$ cat config.mk
export PLATFORM = sky130hd
export DESIGN_NAME = perif_buf
export DESIGN_NICKNAME = d
export VERILOG_FILES = /design/src/rtl/perif_buf.sv
export SDC_FILE = /design/constraint.sdc
export NUM_CORES = 1
export LEC_CHECK = 0
export ABC_AREA = 1
export BUFFER_PORTS_ARGS = -buffer_cell sky130_fd_sc_hd__buf_4
export CAP_MARGIN = 20
export CORE_ASPECT_RATIO = 0.9
export CORE_MARGIN = 3
export CORE_UTILIZATION = 25
export DETAILED_ROUTE_END_ITERATION = 8
export GPL_TIMING_DRIVEN = 0
export PLACE_DENSITY = 0.39
export SYNTH_ARGS = -nofsm -noshare
export SYNTH_HDL_FRONTEND = slang
export SYNTH_SLANG_ARGS = --single-unit
$ cat constraint.sdc
create_clock -name clk -period 1.5 [get_ports clk]
set_input_delay 0 -clock clk [delete_from_list [all_inputs] [get_ports clk]]
set_output_delay 0 -clock clk [all_outputs]
set_load 0.1 [all_outputs]
$ cat src/rtl/perif_buf.sv
// perif_buf: four-phase request/acknowledge receiver feeding a show-ahead word buffer.
// Latency: send sampled at edge N -> word stored and ack=1 after edge N+1; out_data is combinational from the head.
// Backpressure: while full (count before any same-cycle pop) new requests stall in IDLE with ack=0.
// Optional build macro PERIF_PARITY_EN adds input par and sticky output parity_err; bad-parity words are dropped.
module perif_buf #(
  parameter int WIDTH = 8,
  parameter int DEPTH = 4
) (
  input  logic                       clk,
  input  logic                       rst,
  input  logic                       send,
  input  logic [WIDTH-1:0]           data,
`ifdef PERIF_PARITY_EN
  input  logic                       par,
  output logic                       parity_err,
`endif
  output logic                       ack,
  output logic                       out_valid,
  output logic [WIDTH-1:0]           out_data,
  input  logic                       out_ready,
  output logic [$clog2(DEPTH):0]     count,
  output logic                       full
);

  localparam int AW = $clog2(DEPTH);
  localparam int CW = AW + 1;

  typedef enum logic [1:0] {
    IDLE    = 2'b00,
    CAPTURE = 2'b01,
    ACK     = 2'b10
  } state_t;

  state_t           state;
  state_t           state_nxt;
  logic [WIDTH-1:0] mem [DEPTH];
  logic [AW-1:0]    head;
  logic [AW-1:0]    tail;
  logic             wr_en;
  logic             pop;
  logic             par_ok;

  assign out_valid = (count != '0);
  assign full      = (count == CW'(DEPTH));
  assign out_data  = mem[head];
  assign pop       = out_valid & out_ready;
  assign ack       = (state == ACK);

`ifdef PERIF_PARITY_EN
  // even parity over data plus par must come out zero for the word to be kept
  assign par_ok = ~(^{data, par});
`else
  assign par_ok = 1'b1;
`endif

  assign wr_en = (state == CAPTURE) & par_ok;

  // handshake state register
  always_ff @(posedge clk) begin
    if (rst) state <= IDLE;
    else     state <= state_nxt;
  end

  // next-state decode; full here is the pre-pop count, so a pop in the same cycle still stalls once
  always_comb begin
    state_nxt = IDLE;
    case (state)
      IDLE:    state_nxt = (send && !full) ? CAPTURE : IDLE;
      CAPTURE: state_nxt = ACK;
      ACK:     state_nxt = send ? ACK : IDLE;
      default: state_nxt = IDLE;
    endcase
  end

  // buffer storage, written at tail during CAPTURE; contents survive reset
  always_ff @(posedge clk) begin
    if (wr_en) mem[tail] <= data;
  end

  // pointers and occupancy; a write and pop together leave count unchanged
  always_ff @(posedge clk) begin
    if (rst) begin
      head  <= '0;
      tail  <= '0;
      count <= '0;
    end else begin
      if (wr_en) tail <= tail + 1'b1;
      if (pop)   head <= head + 1'b1;
      if (wr_en && !pop)      count <= count + 1'b1;
      else if (!wr_en && pop) count <= count - 1'b1;
    end
  end

`ifdef PERIF_PARITY_EN
  // sticky parity error flag, cleared only by reset
  always_ff @(posedge clk) begin
    if (rst)                          parity_err <= 1'b0;
    else if (state == CAPTURE && !par_ok) parity_err <= 1'b1;
  end
`endif

endmodule

=== Yosys cells after proc, flatten, opt, wreduce, memory -nomap -nowiden ===
Memories as Yosys holds them, arrays and structs flattened. A register that Yosys moved wholly into a read port is not among the register bits.
Cells that the tools add are included.

* Register bits: 9
* Bits in writable memories: 32
* Input bits: 12
* Memories: 1

{| class="wikitable"
|+ Memories
! name !! words !! bits a word !! read ports !! clocked after memory_dff !! write ports !! RTL line !! RTL
|-
| mem || 4 || 8 || 1 || 1 || 1 || 36 || <nowiki>logic [WIDTH-1:0] mem [DEPTH];</nowiki>
|}

* $add $sub $neg: 4
* Eq/ne operators: 3
* Multiplexer cells: 9
* Bitwise logic cells: 1
* Reductions and logical operators: 9

{| class="wikitable"
|+ Operators by type and width
! kind !! count
|-
| $mux W2 || 3
|-
| $mux W3 || 2
|-
| $pmux W2 S3 || 1
|-
| $add A2 B1 Y2 const B || 2
|-
| $add A3 B1 Y3 const B || 1
|-
| $eq A3 B3 Y1 const B || 1
|-
| $logic_and A1 B1 Y1 || 3
|-
| $logic_not A1 Y1 || 3
|-
| $mux W1 || 3
|-
| $reduce_bool A3 Y1 || 1
|-
| $sub A3 B1 Y3 const B || 1
|-
| $eq A2 B1 Y1 const B || 1
|-
| $eq A2 B2 Y1 const B || 1
|-
| $logic_not A2 Y1 || 1
|-
| $reduce_bool A2 Y1 || 1
|-
| $and A1 B1 Y1 || 1
|}

=== Logic depth before layout (Yosys ltp) ===
Gate-level depths: netlist (run 1).

* Word-level depth: 5
* Gate-level depth with buffers: 12
* Depth with buffers taken out: 12

=== Least setup slack after synthesis (run 1) ===
Ideal clock, no wire load.

* Path kind: register -> register
* From: register count[2]
* To: register state[0]
* Data arrival time: 3.367 ns
* Data required time: 1.275 ns
* Setup slack: -2.092 ns
* Cell stages (with the launch flop): 4
* Clock period less this slack: 3.592 ns
* Cells stage by stage: dfxtp_1 > inv_1 > nor3_1 > nor2_1

* Cells in the longest elaborated chain, start to end: 5

{| class="wikitable"
|+ RTL lines
! item !! RTL line !! RTL
|-
| start, declared || 21 || <nowiki>output logic [$clog2(DEPTH):0] count,</nowiki>
|-
| start signal, assigned || 89 || <nowiki>if (wr_en && !pop) count <= count + 1'b1;</nowiki>
|-
| start signal, assigned || 90 || <nowiki>else if (!wr_en && pop) count <= count - 1'b1;</nowiki>
|-
| $eq A3 B3 Y1 || 44 || <nowiki>assign full = (count == CW'(DEPTH));</nowiki>
|-
| net full || 22 || <nowiki>output logic full</nowiki>
|-
| $logic_not A1 Y1 || 68 || <nowiki>IDLE: state_nxt = (send && !full) ? CAPTURE : IDLE;</nowiki>
|-
| $logic_and A1 B1 Y1 || 68 ||
|-
| $mux W1 || 68 ||
|-
| $pmux W2 S3 || 67 || <nowiki>case (state)</nowiki>
|-
| end signal, assigned || 61 || <nowiki>else state <= state_nxt;</nowiki>
|-
| end, declared || 34 || <nowiki>state_t state;</nowiki>
|}

The timed path passes the listed nets, and every way through them passes these cells.
A chain may end at the register's enable or synchronous reset.

=== Worst setup path after layout (run 1) ===
* From: register count[2]
* To: register count[1]

* Cells in the longest elaborated chain, start to end: 5
* Elaborated cells between the ends (all ways): 7
* Classes of those cells: mux: 1; bitwise: 1; reduce/logical: 5

{| class="wikitable"
|+ RTL lines
! item !! RTL line !! RTL
|-
| $reduce_bool A3 Y1 * || 43 || <nowiki>assign out_valid = (count != '0);</nowiki>
|-
| $and A1 B1 Y1 * || 46 || <nowiki>assign pop = out_valid & out_ready;</nowiki>
|-
| $logic_not A1 Y1 || 89 ||
|-
| $logic_and A1 B1 Y1 || 89 ||
|-
| $mux W3 / $reduce_bool A2 Y1 (equally long branches) || n/a ||
|}

Mark *: on every way between the ends. The rest lies on a longest branch, timed or not.

==> results.json, run 1 <==
{
  "cp_top_family": "adder cells",
  "synth_top_area_frac": 0.554,
  "fmax_mhz": 629,
  "place_congestion": 0.671,
  "die-area_um2": 7970,
  "run_status": "finished with violations",
  "rsz0062_at_grt": "yes",
  "fin_ws_ns": -0.0894,
  "end_kind": "register",
  "grtUsageMet3": 0.0301,
  "synth.distinct_cells": 19,
  "drive_above_1_share": 0.381,
  "met1_usage": 0.133,
  "antenna_cells": 0,
  "wl_mm": 3.84,
  "yosysTopAreaCell": "edfxtp_1",
  "dieWidth_um": 93.8,
  "antenna_found_initial": 0,
  "path_max_fanout": 2,
  "coreArea_um2": 6660,
  "worst_path_most_repeated_cell": "nand2_8",
  "num_vias": 1206,
  "ios": 26,
  "port_buffers": 25,
  "syn_area_um2": 1730,
  "hold_class": "primary input to register",
  "cts_tree": "done",
  "grt_overflow": 0,
  "clockBufferDepth": 2,
  "p_switching_mw": 2.66,
  "finalCriticalPeriod_ns": 1.59,
  "vias_per_cell": 4.20,
  "combPwrFrac": 0.547,
  "cellPowerDensity_nw_per_um2": 2230,
  "wire_per_inst_um": 13.4,
  "grt_pass1_vias": 1267,
  "setup_viol": 2,
  "final-max-slew-violation-count": 0,
  "ys_ff_latch": 43,
  "critical_path_arrival_ns": 1.77,
  "drc_errors": 0,
  "slew_headroom": 0.784,
  "final_nets": 214,
  "area_growth_pct": 49.2,
  "skew_ns": 0.00555,
  "p_int_mw": 3.10,
  "syn_area_per_cell_um2": 11.6,
  "netlist_instances": 149,
  "clkTransAtPathRegs_ns": 0.08,
  "yosys_warnings": 0,
  "dp_worst_setup_slack_ns": -0.408,
  "hold_slack_ns": 0.0306,
  "p_clk_frac": 0.184,
  "max_stage_delay_ns": 0.43,
  "ir_worst_vdd_mv": 0.699,
  "busiest_layer": "met2",
  "power.share.switching": 0.461,
  "fin_tns_setup_ns": -0.168,
  "seq_power_share": 0.269,
  "cts_root_buf": "clkbuf_8",
  "die_h_um": 85.0,
  "cts_max_level": 2,
  "path_class": "register to register",
  "violations": "negative setup slack",
  "path_buf_inv": 2,
  "clock_sinks": 43,
  "rows": 28,
  "grtUsageMet2": 0.175,
  "finalHoldViolCount": 0,
  "grt_use_total": 0.105,
  "clk_latency_ns": 0.29,
  "initial_utilization": 0.261,
  "antenna_left": 0,
  "cap_viol_max_count": 0,
  "dp_hpwl_mm": 2.58,
  "slowest_stage": "fa_2",
  "grt_start_max_net_pins": 15,
  "worst_pin_slew_ns": 0.323,
  "synthTopCellsByArea": "edfxtp_1, dfxtp_1, nor2_1",
  "grt_pass1_wl_mm": 6.25,
  "synth_fp_nets": 167,
  "cts_buffers": 5,
  "worstPathCellList": "clkinvlp_4 -> nand2_8 -> nand2_8 -> ha_4 -> inv_2 -> fa_2 -> o21ai_1 -> nor2_1",
  "drt_iter0_markers": 37,
  "worstSetupStartpointType": "register",
  "first_pass_iters": 4,
  "yosysSeqAreaShare": 0.681,
  "worst-endpoint-required_ns": 1.68,
  "post-route-period-util": 1.06,
  "p_leak_nw": 0.945
}
## worst paths after layout
check	from	end	slack, ns	cells after the start
setup / recovery	count[2]	count[1]	-0.09	8
hold / removal	rst	count[2]	0.03	4
setup reg to reg	count[2]	count[1]	-0.09	8
hold reg to reg	head[1]	register	0.51	2
## cell type report
cell class,instances,area [um2]
Sequential cell,43,1190
Clock inverter,3,67.6
Multi-Input combinational cell,86,622
Tap cell,90,113
Buffer,2,22.5
Inverter,18,73.8
Clock buffer,5,68.8
Fill cell,656,4070
Timing Repair Buffer,40,425
## state kept, by name, summed over array words and instances (netlist names), named ones only
name / flops
count: 3
head: 2
mem: 32
state: 2
tail: 2
## placed cells by master, fill, tap and decap left out, types with 8 or more instances in the layout
| cell | synthesis | routed |
|---|---|---|
| o21ai_0 | 15 | 14 |
| buf_12 | 0 | 8 |
| inv_1 | 16 | 13 |
| o22ai_2 | 0 | 8 |
| nand2_1 | 10 | 9 |
| buf_4 | 0 | 22 |
| edfxtp_1 | 32 | 32 |
| dlygate4sd3_1 | 0 | 10 |
| nor2_1 | 29 | 22 |
## cell usage after synthesis
library cell,instances
a21oi_1,6
nor3_1,1
o21ai_0,15
o22ai_1,8
inv_1,16
o21ai_1,1
dfxtp_1,11
nand4_1,1
nor2_1,29
fa_1,1
o21ai_2,3
inv_2,2
nand3_1,3
buf_6,2
nand2_1,10
ha_1,5
nand2_2,2
edfxtp_1,32
xor2_1,1
## metrics by stage
step | power (mW) | instances | util | area (um2)
2_1_floorplan | 3.69 | 149 | - | 1850
3_3_place_gp | 4.19 | 264 | 0.324 | 2150
3_5_place_dp | 4.23 | 264 | 0.324 | 2150
4_1_cts | 5.63 | 287 | 0.380 | 2530
5_1_grt | 6.02 | 287 | 0.389 | 2590
6_report | 5.76 | 287 | 0.389 | 2590
## routing by layer
layer  up-vias  wire [um]
met3         2        119
met4         0         25
met5         -          0
met2        15       1850
met1       583       1850
li1        606          -
## tightest hold or removal path, stage by stage
cell and delay [ns]:
buf_4 0.08, inv_1 0.09, nand2_1 0.09, nor2_1 0.03
## kinds of logic after synthesis
| kind of cell | share of synthesized area |
|---|---|
| adders and majority gates | 0.0476 |
| buffers and inverters | 0.0520 |
| and+or+nand+nor | 0.107 |
| DFF | 0.681 |
| xor gates and xnor gates | 0.00505 |
| AOI/OAI and AO/OA | 0.108 |
## power by group through the flow
stage | Clock [mW] | Combinational, mW | Sequential [mW]
global placement | 0 | 2.59 | 1.60
CTS | 1.09 | 3.00 | 1.55
detailed placement | 0 | 2.62 | 1.61
finish | 1.06 | 3.15 | 1.55
floorplan | 0 | 1.84 | 1.85
global route | 1.15 | 3.30 | 1.57
## what timing repair did
item,in CTS,in global routing
setup endpoints to repair,42,19
gates resized for setup,27,14
endpoints found under the hold margin,39,0
setup buffers,5,0
hold buffers,10,0
pin swaps,7,3
Power figures use the tool's default switching activity.
==> run 2: changes to the inputs <==
Settings changed: GPL_TIMING_DRIVEN 0 to 1.
==> results.json, run 2 (synthesis results as in run 1) <==
{
  "run_status": "finished with violations",
  "violations": "negative setup slack",
  "coreArea_um2": 6660,
  "slowest_stage": "dfxtp_4",
  "largestRegisters": "mem x32, count x3",
  "path_class": "register to register",
  "die_h_um": 85.0,
  "area_growth_pct": 46.0,
  "cts_root_buf": "clkbuf_8",
  "initial_utilization": 0.261,
  "rsz0062_at_grt": "yes",
  "wire_per_inst_um": 12.4,
  "die-area_um2": 7970,
  "p_switching_mw": 2.51,
  "hold_class": "primary input to register",
  "combPwrFrac": 0.527,
  "fmax_mhz": 642,
  "antenna_found_initial": 0,
  "cellPowerDensity_nw_per_um2": 2150,
  "fin_ws_ns": -0.0579,
  "cts_max_level": 2,
  "drive_above_1_share": 0.383,
  "ir_worst_vdd_mv": 0.675,
  "setup_viol": 2,
  "antenna_cells": 0,
  "vias_per_cell": 4.18,
  "skew_ns": 0.00677,
  "seq_power_share": 0.282,
  "max_stage_delay_ns": 0.36,
  "end_kind": "register",
  "antenna_left": 0,
  "dp_hpwl_mm": 2.76,
  "grt_use_total": 0.0984,
  "p_leak_nw": 0.978,
  "rows": 28,
  "p_int_mw": 2.92,
  "mostFrequentLayoutCells": "buf_4, edfxtp_1, nor2_1",
  "dieWidth_um": 93.8,
  "worst_path_most_repeated_cell": "nand2_1",
  "power.share.switching": 0.462,
  "final-max-slew-violation-count": 0,
  "drt_iter0_markers": 45,
  "first_pass_iters": 4,
  "final_nets": 226,
  "place_congestion": 0.725,
  "cap_viol_max_count": 0,
  "clk_latency_ns": 0.29,
  "grt_start_max_net_pins": 17,
  "grt_overflow": 0,
  "ios": 26,
  "worst-endpoint-required_ns": 1.68,
  "cts_tree": "done",
  "dp_worst_setup_slack_ns": -0.124,
  "grt_pass1_vias": 1278,
  "wl_mm": 3.71,
  "port_buffers": 25,
  "power.total_mw": 5.44,
  "grt_pass1_wl_mm": 6.02,
  "finalCriticalPeriod_ns": 1.56,
  "cts_buffers": 5,
  "drc_errors": 0,
  "post-route-period-util": 1.04,
  "worst_pin_slew_ns": 0.280,
  "clockBufferDepth": 2,
  "critical_path_arrival_ns": 1.74,
  "worstSetupStartpointType": "register",
  "top_register": "mem",
  "worstPathCellList": "nor2_4 -> nand2_8 -> nand2_4 -> ha_4 -> inv_2 -> fa_2 -> inv_1 -> nand2_1 -> nand3_2 -> nand2_1 -> nand2_1 -> nor2_1",
  "final_common_cell": "buf_4",
  "path_max_fanout": 2,
  "largest_reg_flops": 32,
  "finalHoldViolCount": 0,
  "num_vias": 1250,
  "slew_headroom": 0.815,
  "clock_sinks": 43,
  "p_clk_frac": 0.191,
  "clkTransAtPathRegs_ns": 0.08
}
run 2: changes by cell type in the layout (fill, tap and decap cells not counted), sizes merged:
| cell | change |
|---|---|
| buf | +12 |
| clkinvlp | -1 |
| clkbuf | +1 |
run 2: layer usage:
metal	vias to the layer above	GRT usage	wire (um)
met5	-	0	0
met4	0	0.0315	19
met2	14	0.167	1830
li1	625	-	-
met1	609	0.121	1750
met3	2	0.0275	113
run 2: power groups by stage:
stage | Combinational (mW) | Clock [mW] | Sequential (mW)
after floorplan | 1.84 | 0 | 1.85
after global placement | 2.76 | 0 | 1.55
after detailed placement | 2.78 | 0 | 1.56
after CTS | 2.88 | 1.07 | 1.54
after global routing | 3.05 | 1.12 | 1.55
final | 2.87 | 1.04 | 1.53
run 2: metrics by stage:
| stage | cell area [um2] | instances | hold slack [ns] | TNS (ns) | utilization |
|---|---|---|---|---|---|
| finish | 2530 | 299 | 0.0360 | -0.0778 | 0.380 |
| global route | 2530 | 299 | 0.0507 | -0.313 | 0.380 |
| CTS | 2520 | 299 | 0.0224 | -0.0970 | 0.379 |
| detailed placement | 2260 | 279 | 0.203 | -0.207 | 0.339 |
| global placement | 2260 | 279 | 0.201 | -0.148 | 0.339 |
| floorplan | 1850 | 149 | 0.0627 | -1.44 | - |
run 2: critical path, delay by kind of cell (launching register included):
kind | cells | cell delay (ns)
simple gates | 8 | 0.52
buf+inv | 2 | 0.10
fa+ha+maj | 2 | 0.47
flops | 1 | 0.36
run 2: final timing paths:
kind | startpoint | to | slack [ns] | depth (start not counted)
worst min register to register | head[1] | register | 0.49 | 2
worst max-delay path | count[0] | count[2] | -0.06 | 12
worst max register to register | count[0] | count[2] | -0.06 | 12
worst min-delay path | rst | count[2] | 0.04 | 4
run 2: final cells by class:
class | count | area [um2]
sequential | 43 | 1190
clock buffer | 6 | 72.6
clock inverter | 2 | 60.1
tap | 90 | 113
fill | 683 | 4120
multi-input combinational | 86 | 573
inverter | 18 | 73.8
timing repair buffer | 54 | 445
run 2: timing repair:
item                                    CTS  global route
hold endpoints to repair                 39             0
pin swaps                                 6             0
buffers inserted                          2             0
hold buffers                             10             0
endpoints found under the setup margin   10             4
gates resized for setup                   7             2
==> run 3: changes to the inputs <==
Settings changed: CORE_UTILIZATION 25 to 30, PLACE_DENSITY 0.39 to 0.45.
==> results.json, run 3 (synthesis results as in run 1) <==
{
  "run_status": "finished with violations",
  "violations": "negative setup slack",
  "drc_errors": 0,
  "whs_path_depth": 4,
  "first_pass_iters": 4,
  "cap_viol_max_count": 0,
  "grt_pass1_vias": 1253,
  "place_congestion": 0.741,
  "cellPowerDensity_nw_per_um2": 2080,
  "clk_latency_ns": 0.28,
  "fin_tns_setup_ns": -0.104,
  "antenna_left": 0,
  "clockBufferDepth": 2,
  "drt_iter0_markers": 32,
  "grt_use_total": 0.117,
  "largestRegisters": "mem x32, count x3",
  "dp_hpwl_mm": 2.69,
  "final_nets": 226,
  "ir_worst_vdd_mv": 1.01,
  "end_kind": "register",
  "path_buf_inv": 2,
  "area_growth_pct": 42.5,
  "worst_pin_slew_ns": 0.284,
  "die-area_um2": 6730,
  "wl_mm": 3.70,
  "num_vias": 1245,
  "rows": 25,
  "final-max-slew-violation-count": 0,
  "register_area_um2": 1200,
  "post-route-period-util": 1.04,
  "worstSetupStartpointType": "register",
  "r2r_end": "count[2]",
  "clock_sinks": 43,
  "cts_buffers": 5,
  "worst-endpoint-required_ns": 1.69,
  "path_max_fanout": 2,
  "clkTransAtPathRegs_ns": 0.08,
  "finalCriticalPeriod_ns": 1.56,
  "finalHoldViolCount": 0,
  "top_register": "mem",
  "coreArea_um2": 5410,
  "critical_path_arrival_ns": 1.74,
  "fin_cells": 275,
  "worstPathCellList": "nor2_4 -> nand2_8 -> nand2_4 -> ha_4 -> inv_2 -> fa_2 -> inv_2 -> nand2_2 -> nand3_2 -> nand2_1 -> nand2_1 -> nor2_1",
  "rrSetupSlack_ns": -0.06,
  "setup_viol": 2,
  "hold_slack_ns": 0.0309,
  "initial_utilization": 0.320,
  "dieWidth_um": 86.1,
  "fin_ws_ns": -0.0564,
  "die_h_um": 78.1,
  "vias_per_cell": 4.53,
  "r2r_start": "count[0]",
  "grt_overflow": 0,
  "drive_above_1_share": 0.399,
  "power.total_mw": 5.14,
  "fill_cells": 492,
  "ios": 26,
  "antenna_found_initial": 0,
  "antenna_cells": 0,
  "cts_tree": "done",
  "fmax_mhz": 642,
  "path_class": "register to register",
  "final_common_cell": "buf_4",
  "grt_start_max_net_pins": 17,
  "multiInputGateArea_um2": 581,
  "rsz0062_at_grt": "yes",
  "cp_top_family": "simple AND/OR/NAND/NOR gates",
  "hold_path_startpoint": "rst",
  "skew_ns": 0.00643,
  "grt_pass1_wl_mm": 5.98,
  "slowest_stage": "dfxtp_4",
  "largest_reg_flops": 32,
  "port_buffers": 25,
  "mostFrequentLayoutCells": "buf_4, edfxtp_1, nor2_1",
  "max_stage_delay_ns": 0.35,
  "worst_hold_path.endpoint": "count[2]",
  "post-route-util": 0.457,
  "p_leak_nw": 0.958,
  "cts_root_buf": "clkbuf_8",
  "cts_max_level": 2,
  "slew_headroom": 0.812,
  "reg2reg_depth": 12,
  "wire_per_inst_um": 13.5,
  "hold_class": "primary input to register",
  "dp.cells": 254
}
## run 3: through the flow
stage	worst slack, ns	cell area (um2)
after global routing	-0.164	2470
final	-0.0564	2470
after global placement	-0.0805	2220
after floorplan	-0.494	1850
after detailed placement	-0.127	2220
after CTS	-0.0662	2430
## run 3: report_power, final
group          internal (mW)  total, mW  switching [mW]
Clock                  0.310      0.664           0.354
Combinational          0.868       2.94            2.07
Sequential              1.44       1.54           0.106
## run 3: worst max path at each step
stage / cells past startpoint / from / end
2_1_floorplan: 8 / count[2] / count[1]
3_3_place_gp: 12 / count[1] / count[2]
3_5_place_dp: 12 / count[1] / count[2]
4_1_cts: 12 / count[0] / count[2]
5_1_grt: 11 / count[0] / count[2]
6_report: 12 / count[0] / count[2]
## run 3: area by class of cell
cell class                      instances  area share
Clock inverter                          2     0.00354
Inverter                               18      0.0299
Sequential cell                        43       0.485
Timing Repair Buffer                   54       0.185
Clock buffer                            5      0.0278
Tap cell                               67      0.0339
Multi-Input combinational cell         86       0.235
## run 3: timing repair
action	4_1_cts	5_1_grt
pin swaps	5	1
setup buffers	1	3
setup endpoints to repair	10	29
resized for setup	13	4
hold buffers	10	0
endpoints found under the hold margin	39	0
gates cloned	0	0
## run 3: worst register-to-register path: cells and delay by family, from the launching register on
kind	cells	cell delay, ns
buffers and inverters	2	0.11
flip-flops	1	0.35
adder cells (fa/ha/maj)	2	0.49
AND/OR/NAND/NOR	8	0.52
## run 3: metal layers
metal  routed length, um  vias to the layer above  GRT usage
met1                1760                      593      0.151
li1                    -                      630          -
met5                   0                        -          0
met4                  43                        0     0.0380
met2                1790                       17      0.193
met3                 108                        5     0.0283
